`src/rtl/ntt_ctrl_pkg.sv`:
```
// Shared definitions for the NTT stage controller and the datapath it drives.
//   - ntt_state_e : controller state encoding (IDLE/ISSUE/DRAIN/DONE, 2 bits)
//   - NttN/NttLogN/NttPipeLat : default transform length, log2 length, butterfly latency
//   - ntt_clog2  : ceiling log2 helper usable in parameter expressions
package ntt_ctrl_pkg;

  typedef enum logic [1:0] {
    IDLE  = 2'd0,
    ISSUE = 2'd1,
    DRAIN = 2'd2,
    DONE  = 2'd3
  } ntt_state_e;

  localparam int unsigned NttN       = 256;
  localparam int unsigned NttLogN    = 8;
  localparam int unsigned NttPipeLat = 4;

  function automatic int unsigned ntt_clog2(input int unsigned value);
    int unsigned res = 0;
    for (int unsigned i = 0; i < 32; i++) begin
      if ((64'd1 << i) < 64'(value)) res = i + 1;
    end
    return res;
  endfunction

endpackage

```
`src/rtl/ntt_addr_gen.sv`:
```
// Butterfly address generator: nested j (fastest) / group / stage counters.
// Ports:
//   clk_i, rst_ni      clock, asynchronous active-low reset
//   clear_i            load stage-0 state (start of a transform); samples inv_i
//   advance_i          step to the next butterfly (one accepted transfer)
//   inv_i              1 = Gentleman-Sande ordering, 0 = forward ordering
//   addr_a_o/addr_b_o  upper / lower leg coefficient addresses
//   tw_idx_o           twiddle ROM index
//   stage_o            current stage number
//   last_in_stage_o    current butterfly is the final one of its stage
//   last_stage_o       current stage is LOG_N-1
module ntt_addr_gen
  import ntt_ctrl_pkg::*;
#(
  parameter int unsigned N     = NttN,
  parameter int unsigned LOG_N = NttLogN
) (
  input  logic             clk_i,
  input  logic             rst_ni,
  input  logic             clear_i,
  input  logic             advance_i,
  input  logic             inv_i,
  output logic [LOG_N-1:0] addr_a_o,
  output logic [LOG_N-1:0] addr_b_o,
  output logic [LOG_N-1:0] tw_idx_o,
  output logic [LOG_N-1:0] stage_o,
  output logic             last_in_stage_o,
  output logic             last_stage_o
);

  localparam logic [LOG_N-1:0] OneL      = LOG_N'(1);
  localparam logic [LOG_N-1:0] HalfN     = LOG_N'(N / 2);
  localparam logic [LOG_N-1:0] AllOnes   = LOG_N'(N - 1);
  localparam logic [LOG_N-1:0] LastStage = LOG_N'(LOG_N - 1);

  logic [LOG_N-1:0] j_q, j_d;
  logic [LOG_N-1:0] g_q, g_d;
  logic [LOG_N-1:0] base_q, base_d;   // g * 2 * half, accumulated per group
  logic [LOG_N-1:0] half_q, half_d;
  logic [LOG_N-1:0] grp_q, grp_d;     // number of groups in the current stage
  logic [LOG_N-1:0] tw_q, tw_d;
  logic [LOG_N-1:0] stage_q, stage_d;
  logic             inv_q, inv_d;

  logic last_j, last_g;

  assign last_j = (j_q == half_q - OneL);
  assign last_g = (g_q == grp_q - OneL);

  always_comb begin
    j_d     = j_q;
    g_d     = g_q;
    base_d  = base_q;
    half_d  = half_q;
    grp_d   = grp_q;
    tw_d    = tw_q;
    stage_d = stage_q;
    inv_d   = inv_q;

    if (clear_i) begin
      j_d     = '0;
      g_d     = '0;
      base_d  = '0;
      stage_d = '0;
      inv_d   = inv_i;
      if (inv_i) begin
        half_d = OneL;
        grp_d  = HalfN;
        tw_d   = AllOnes;
      end else begin
        half_d = HalfN;
        grp_d  = OneL;
        tw_d   = OneL;
      end
    end else if (advance_i) begin
      if (!last_j) begin
        j_d = j_q + OneL;
      end else if (!last_g) begin
        j_d    = '0;
        g_d    = g_q + OneL;
        base_d = base_q + (half_q << 1);
        tw_d   = inv_q ? tw_q - OneL : tw_q + OneL;
      end else if (stage_q == LastStage) begin
        // Transform finished: return to the all-zero idle state.
        j_d     = '0;
        g_d     = '0;
        base_d  = '0;
        half_d  = '0;
        grp_d   = '0;
        tw_d    = '0;
        stage_d = '0;
      end else begin
        j_d     = '0;
        g_d     = '0;
        base_d  = '0;
        stage_d = stage_q + OneL;
        if (inv_q) begin
          half_d = half_q << 1;
          grp_d  = grp_q >> 1;
          // (N >> (s+1)) - 1 equals the old group count minus one
          tw_d   = grp_q - OneL;
        end else begin
          half_d = half_q >> 1;
          grp_d  = grp_q << 1;
          // 1 << (s+1) equals the new group count
          tw_d   = grp_q << 1;
        end
      end
    end
  end

  always_ff @(posedge clk_i or negedge rst_ni) begin
    if (!rst_ni) begin
      j_q     <= '0;
      g_q     <= '0;
      base_q  <= '0;
      half_q  <= '0;
      grp_q   <= '0;
      tw_q    <= '0;
      stage_q <= '0;
      inv_q   <= 1'b0;
    end else begin
      j_q     <= j_d;
      g_q     <= g_d;
      base_q  <= base_d;
      half_q  <= half_d;
      grp_q   <= grp_d;
      tw_q    <= tw_d;
      stage_q <= stage_d;
      inv_q   <= inv_d;
    end
  end

  assign addr_a_o        = base_q + j_q;
  assign addr_b_o        = base_q + j_q + half_q;
  assign tw_idx_o        = tw_q;
  assign stage_o         = stage_q;
  assign last_in_stage_o = (half_q != '0) && last_j && last_g;
  assign last_stage_o    = (stage_q == LastStage);

endmodule

```
`src/rtl/ntt_stage_ctrl.sv`:
```
// NTT stage controller: walks the butterfly unit through all LOG_N stages of an
// N-point in-place transform, one command per accepted handshake, with a
// PIPE_LAT-cycle drain gap after each stage.
// Optional feature macro: NTT_INVERSE_EN adds input inv (Gentleman-Sande ordering).
// Ports:
//   clk, rst            clock, asynchronous active-low reset
//   start               transform request, sampled only in IDLE
//   inv                 (NTT_INVERSE_EN only) ordering select, sampled with start
//   busy, done          transform in progress / single-cycle completion pulse
//   bf_valid, bf_ready  butterfly command handshake
//   addr_a, addr_b      coefficient address pair
//   tw_idx              twiddle ROM index
//   stage               current stage number
//   last_in_stage       final butterfly of the current stage
module ntt_stage_ctrl
  import ntt_ctrl_pkg::*;
#(
  parameter int unsigned N        = NttN,
  parameter int unsigned LOG_N    = NttLogN,
  parameter int unsigned PIPE_LAT = NttPipeLat
) (
  input  logic             clk,
  input  logic             rst,
  input  logic             start,
`ifdef NTT_INVERSE_EN
  input  logic             inv,
`endif
  output logic             busy,
  output logic             done,
  output logic             bf_valid,
  input  logic             bf_ready,
  output logic [LOG_N-1:0] addr_a,
  output logic [LOG_N-1:0] addr_b,
  output logic [LOG_N-1:0] tw_idx,
  output logic [LOG_N-1:0] stage,
  output logic             last_in_stage
);

  localparam int unsigned          DrainW    = (PIPE_LAT > 1) ? ntt_clog2(PIPE_LAT) : 1;
  localparam logic [DrainW-1:0]    DrainLast = DrainW'(PIPE_LAT - 1);

  ntt_state_e        state_q, state_d;
  logic [DrainW-1:0] drain_q, drain_d;
  logic              final_q, final_d;   // the stage being drained was the last one

  logic inv_sel;
  logic addr_clear;
  logic xfer;
  logic lis_raw;
  logic last_stage;

`ifdef NTT_INVERSE_EN
  assign inv_sel = inv;
`else
  assign inv_sel = 1'b0;
`endif

  assign bf_valid      = (state_q == ISSUE);
  assign busy          = (state_q != IDLE);
  assign done          = (state_q == DONE);
  assign xfer          = bf_valid && bf_ready;
  assign last_in_stage = bf_valid && lis_raw;

  always_comb begin
    state_d    = state_q;
    drain_d    = drain_q;
    final_d    = final_q;
    addr_clear = 1'b0;

    unique case (state_q)
      IDLE: begin
        if (start) begin
          addr_clear = 1'b1;
          state_d    = ISSUE;
        end
      end
      ISSUE: begin
        if (xfer && lis_raw) begin
          final_d = last_stage;
          drain_d = '0;
          state_d = DRAIN;
        end
      end
      DRAIN: begin
        if (drain_q == DrainLast) begin
          state_d = final_q ? DONE : ISSUE;
        end else begin
          drain_d = drain_q + DrainW'(1);
        end
      end
      DONE: begin
        final_d = 1'b0;
        state_d = IDLE;
      end
      default: state_d = IDLE;
    endcase
  end

  always_ff @(posedge clk or negedge rst) begin
    if (!rst) begin
      state_q <= IDLE;
      drain_q <= '0;
      final_q <= 1'b0;
    end else begin
      state_q <= state_d;
      drain_q <= drain_d;
      final_q <= final_d;
    end
  end

  ntt_addr_gen #(
    .N     (N),
    .LOG_N (LOG_N)
  ) u_addr_gen (
    .clk_i           (clk),
    .rst_ni          (rst),
    .clear_i         (addr_clear),
    .advance_i       (xfer),
    .inv_i           (inv_sel),
    .addr_a_o        (addr_a),
    .addr_b_o        (addr_b),
    .tw_idx_o        (tw_idx),
    .stage_o         (stage),
    .last_in_stage_o (lis_raw),
    .last_stage_o    (last_stage)
  );

endmodule

```
`config.mk`:
```
export PLATFORM = sky130hd
export DESIGN_NAME = ntt_stage_ctrl
export DESIGN_NICKNAME = d
export VERILOG_FILES = /design/src/rtl/ntt_ctrl_pkg.sv /design/src/rtl/ntt_addr_gen.sv /design/src/rtl/ntt_stage_ctrl.sv
export SDC_FILE = /design/constraint.sdc
export NUM_CORES = 1
export LEC_CHECK = 0
export BUFFER_PORTS_ARGS = -buffer_cell sky130_fd_sc_hd__buf_2
export CAP_MARGIN = 10
export CORE_MARGIN = 2
export CORE_UTILIZATION = 40
export DETAILED_ROUTE_END_ITERATION = 10
export PLACE_DENSITY = 0.59
export SKIP_LAST_GASP = 1
export SLEW_MARGIN = 20
export SYNTH_ARGS = -nofsm -noshare
export SYNTH_HDL_FRONTEND = slang
export SYNTH_SLANG_ARGS = --single-unit
```
`constraint.sdc`:
```
create_clock -name clk -period 2.8 [get_ports clk]
set_input_delay 0.14 -clock clk [delete_from_list [all_inputs] [get_ports clk]]
set_output_delay 0.14 -clock clk [all_outputs]
set_load 0.01 [all_outputs]
```
After elaboration in Yosys (flattened, before gate mapping):

Cells that the tools add are included.

* add/subtract/negate cells: 10
* muxes and demuxes: 42
* reduce and logical (&&, ||, !) cells: 18
* equal/unequal tests: 11

Operator list (number)
* $mux W8: 29
* $add A8 B1 Y8 const B: 4
* $add A8 B8 Y8: 3
* $eq A8 B8 Y1: 2
* $sub A8 B1 Y8 const B: 2
* $mux W2: 6
* $reduce_bool A2 Y1: 6
* $reduce_and A3 Y1: 3
* $eq A8 B3 Y1 const B: 1
* $pmux W2 S4: 1
* $reduce_bool A8 Y1: 1
* $mux W7: 1
* $eq A2 B2 Y1 const B: 3
* $ne A2 B2 Y1 const B: 3
* $logic_and A1 B1 Y1: 5
* $pmux W2 S2: 1
* $reduce_and A2 Y1: 2
* $mux W1: 3
* $add A2 B1 Y2 const B: 1
* $eq A2 B1 Y1 const B: 1
* $logic_not A2 Y1: 1
* $ne A2 B1 Y1 const B: 1
* $pmux W1 S2: 1

* bits of input ports: 4
* output and inout port bits: 36
* bits in registers: 61

Depth between registers and ports, before layout:

* depth after elaboration: 7
* depth in mapped cells: 14
* gate-level depth less buffers: 14

Cells and area by module:

From an unflattened synthesis, not the netlist that was laid out.

* cells, all modules: 529
* area, all modules: 4818.4 um^2

Modules (own cells, without submodules)
* ntt_addr_gen: sequential area each 1401.3 um^2, cells each 500, times used 1, area an instance 4539.4 um^2
* ntt_stage_ctrl: sequential area each 125.1 um^2, cells each 29, times used 1, area an instance 279.0 um^2

Worst setup path after synthesis:

Ideal clock, no wire load.

* kind: register -> register
* start point: reg u_addr_gen.grp_q[6]
* end point: reg u_addr_gen.grp_q[5]
* path buffers: 2
* slack: -0.171 ns
* stages on the path, launching flop included: 11
* library setup time: 0.125 ns
* arrival time: 2.846 ns
* cell sequence: dfrtp_1 clkbuf_1 inv_1 ha_1 or3b_1 a211o_1 a211oi_2 a31oi_1 a211oi_4 buf_6 mux2_4

* cells in the longest elaborated chain, start to end: 4

Ends and longest elaborated chain
* start: declaration: line ntt_addr_gen.sv:40 `logic [LOG_N-1:0] grp_q, grp_d;`
* start signal: assignment: line ntt_addr_gen.sv:127 `grp_q <= grp_d;`
* $sub A8 B1 Y8
* $eq A8 B8 Y1: line ntt_addr_gen.sv:48 `assign last_g = (g_q == grp_q - OneL);`
* $reduce_bool A2 Y1 (no line)
* $reduce_and A3 Y1 (no line)

No other way between the ends.
A chain may end at the register's enable or synchronous reset.

Worst setup path in the final report:

* start point: reg u_addr_gen.j_q[1]
* end point: out addr_b[7]

* cells in the longest elaborated chain, start to end: 2

Ends and longest elaborated chain
* start: declaration: line ntt_addr_gen.sv:36 `logic [LOG_N-1:0] j_q, j_d;`
* start signal: assignment: line ntt_addr_gen.sv:123 `j_q <= j_d;`
* $add A8 B8 Y8 (2 in a row): line ntt_addr_gen.sv:135 `assign addr_b_o = base_q + j_q + half_q;`
* end: declaration: line ntt_stage_ctrl.sv:33 `output logic [LOG_N-1:0] addr_b,`

No other way between the ends.

==> results_dict.tcl <==
set metrics [dict create \
    rsz0062_at_grt "yes" \
    diodes 0 \
    ios 40 \
    setup_viol 2 \
    ys_top_cells_by_area "dfrtp_1 (32%), ha_1 (8.6%), xnor2_1 (5.6%)" \
    setup_ws_ns -0.218 \
    synth_fp_nets 483 \
    hp-class "in2reg" \
    synth_cell_types 65 \
    grt_max_degree 32 \
    die_area_sq_um 11000 \
    core_area_sq_um 9860 \
    clk_pin_slew_ns 0.11 \
    relSlewSlack_pct 41.6 \
    wl_um 10500 \
    cpPeakStageDelay_ns 0.40 \
    final-hold-violation-count 0 \
    ys_ff_latch 52 \
    synthAdderAreaFrac_pct 10.0 \
    synth_area_per_cell_sq_um 9.12 \
    rows 36 \
    yosys_most_used_dff "dfrtp_1" \
    leakagePower_nw 2.40 \
    syn_area_sq_um 4090 \
    crit_family "adder cells" \
    power_density_nw_per_um2 530 \
    yosysTopAreaCellShare_pct 31.8 \
    area_delta_synth_final_pct 22.9 \
    post_dp_cell_area_sq_um 4590 \
    slew_viol_final 0 \
    period_needed_ns 3.02 \
    syn_inst 448 \
    required_ns 2.66 \
    pre_cts_ws_ns -0.0439 \
    synthXorXnorAreaFrac_pct 8.36 \
    critPathCaptureType "output port" \
    chipHeight_um 105 \
    cts_made_buffers 5 \
    nets 556 \
    yosysWarnings 0 \
    clk_latency_ns 0.31 \
    vdd_drop_max_mv 0.349 \
    layoutNonFillerInstCount 655 \
    cts_tree "built" \
    cts_sinks 52 \
    place.port_buffers 39 \
    max_freq_ghz 0.331 \
    max_cap_violations 0 \
    initial_core_util_pct 41.4 \
    drtPass1Iterations 5 \
    final_area_sq_um 5020 \
    cts-htree-levels 2 \
    grt_pass1_wl_um 17300 \
    synth.mux.area_fraction_pct 5.36 \
    finalCritPeriodShare_pct 108 \
    yosysSeqAreaShare_pct 31.8 \
    place.gp.congestion 0.822 \
    synth_area_leader_cell "dfrtp_1" \
    hpwlAfterDp_um 7520 \
    worst_path_most_repeated_cell "xnor2_1" \
    synth_common_cells "dfrtp_1 (52), nand2_1 (33), ha_1 (28), nor2_1 (28)" \
    worstPathArrival_ns 2.88 \
    cts_root_buffer "clkbuf_8" \
    drt_iter0_markers 181 \
    violations "setup timing" \
    synth_compound_area_share_pct 18.2 \
    yosys.area_share.simple_pct 20.4 \
    drc 0 \
    clk_path_buf_depth 2 \
    yosysMostFrequentCell "dfrtp_1" \
    tightest_slew_ns 0.876 \
    cp_slowest_cell "fa_2" \
    drive_gt1_share_pct 30.3 \
    crit_chain "inv_2 -> fa_2 -> buf_4 -> xnor2_2 -> ha_1 -> a21oi_2 -> o21ai_2 -> o41ai_2 -> xnor2_1 -> xnor2_1 -> buf_2" \
    path_max_fanout 3 \
    dp_cells 627 \
    fp.dieW_um 105 \
    async_flop_share_pct 100 \
    crit_type "reg2out" \
    synth_edf_count 0 \
    grt_pass1_vias 3456 \
    detail_route.wl_per_cell_um 16.1 \
    final_antenna_net_count 0 \
    synth_top_family_by_area "simple AND/OR/NAND/NOR gates" \
    antenna_found_initial 0 \
    grt_use_total_pct 19.0 \
    vias 3617 \
    globalRouteOverflowTotal 0 \
    vias_per_cell 5.52 \
    nFillCells 899 \
    clock_skew_ns 0.0134 \
    outcome "finished, violations left" \
    startpoint_type "register" \
    crit_buf_inv 3 \
]
[worst register-to-register path, delay by kind of cell (launching register included)]
| kind | cells | cell delay (ns) |
|---|---|---|
| AND/OR/NAND/NOR | 2 | 0.34 |
| XOR/XNOR | 1 | 0.13 |
| AO/OA/AOI/OAI | 2 | 0.62 |
| multiplexers | 1 | 0.34 |
| flip-flops | 1 | 0.41 |
| buffers and inverters | 3 | 0.46 |
| adder cells (fa/ha/maj) | 1 | 0.30 |
[state kept, by name (all words and copies together), names as in the netlist]
signal / count
u_addr_gen.g_q: 8
u_addr_gen.j_q: 8
u_addr_gen.stage_o: 8
u_addr_gen.tw_idx_o: 8
u_addr_gen.base_q: 7
u_addr_gen.grp_q: 7
drain_q: 2
state_q: 2
final_q: 1
u_addr_gen.half_q: 1
[metal layers]
layer  share of wire (%)  global-route usage (%)
met1                  49                    27.4
met3                 3.1                    2.74
met4                0.53                    3.24
met2                  47                    30.6
met5                   0                       0
[report_power, final]
| group | internal, W | total [W] | leakage [nW] | switching (W) |
|---|---|---|---|---|
| clock network | 0.000270 | 0.000547 | 0.0583 | 0.000277 |
| registers | 0.000829 | 0.000941 | 0.643 | 0.000111 |
| logic | 0.000562 | 0.00118 | 1.70 | 0.000614 |
[kinds of logic (layout without fill, tap and decap cells)]
family / count (synthesis) / count (layout)
AO/OA/AOI/OAI: 102 / 102
AND/OR/NAND/NOR: 152 / 152
multiplexers: 20 / 20
flip-flops: 52 / 52
other: 1 / 1
XOR/XNOR: 39 / 39
adder cells (fa/ha/maj): 31 / 31
buffers and inverters: 51 / 125
[stage by stage]
step,power (W),hold WS [ns],utilization [%],setup TNS (ns)
3_3_place_gp,0.00192,0.244,46.6,0
6_report,0.00266,0.163,50.9,-0.270
2_1_floorplan,0.00163,-0.156,-,0
5_1_grt,0.00283,0.198,50.9,-0.600
3_5_place_dp,0.00194,0.256,46.6,-0.0439
4_1_cts,0.00256,0.146,49.0,-0.245
[final timing paths]
check | from | slack, ns | end | cells after the start
setup / recovery | u_addr_gen.j_q[1] | -0.22 | addr_b[7] | 11
hold / removal | bf_ready | 0.16 | state_q[0] | 3
setup reg to reg | u_addr_gen.grp_q[0] | 0.09 | u_addr_gen.grp_q[1] | 10
hold reg to reg | drain_q[1] | 0.53 | drain_q[1] | 1
max in group asynchronous | rst | 1.67 | u_addr_gen.j_q[7] | 3
min in group asynchronous | rst | 0.41 | final_q | 2
[cell type report]
cell class	count	area (sq um)	area share, %
multi-input combinational	345	2730	54.3
tap	133	166	3.31
timing repair buffer	91	608	12.1
sequential	52	1310	26.0
clock inverter	3	47.5	0.946
inverter	26	100	1.99
clock buffer	5	68.8	1.37
[what timing repair did]
item,in CTS,in global routing
setup buffers,6,13
hold buffers,1,0
endpoints found under the setup margin,4,13
hold endpoints to repair,29,0
resized for setup,16,22
pin swaps,12,21
[layout by cell type (no fill, tap or decap), drive strengths merged, types with 3 or more instances in the layout]
cell type	count
nor4b	3
a211oi	8
mux2i	11
clkbuf	5
nand3	14
a31oi	10
xor2	13
a211o	8
nand4	4
dfrtp	52
nor3	17
xnor2	26
nand2b	8
fa	3
and2	5
nor4	10
o22ai	7
and3	8
nor2b	3
buf	90
or2	6
or3	3
nand2	33
nor2	29
o21ai	16
a22o	7
ha	28
inv	26
a21o	8
a311oi	4
o21bai	5
mux2	9
a21oi	16
Power figures use the tool's default switching activity.
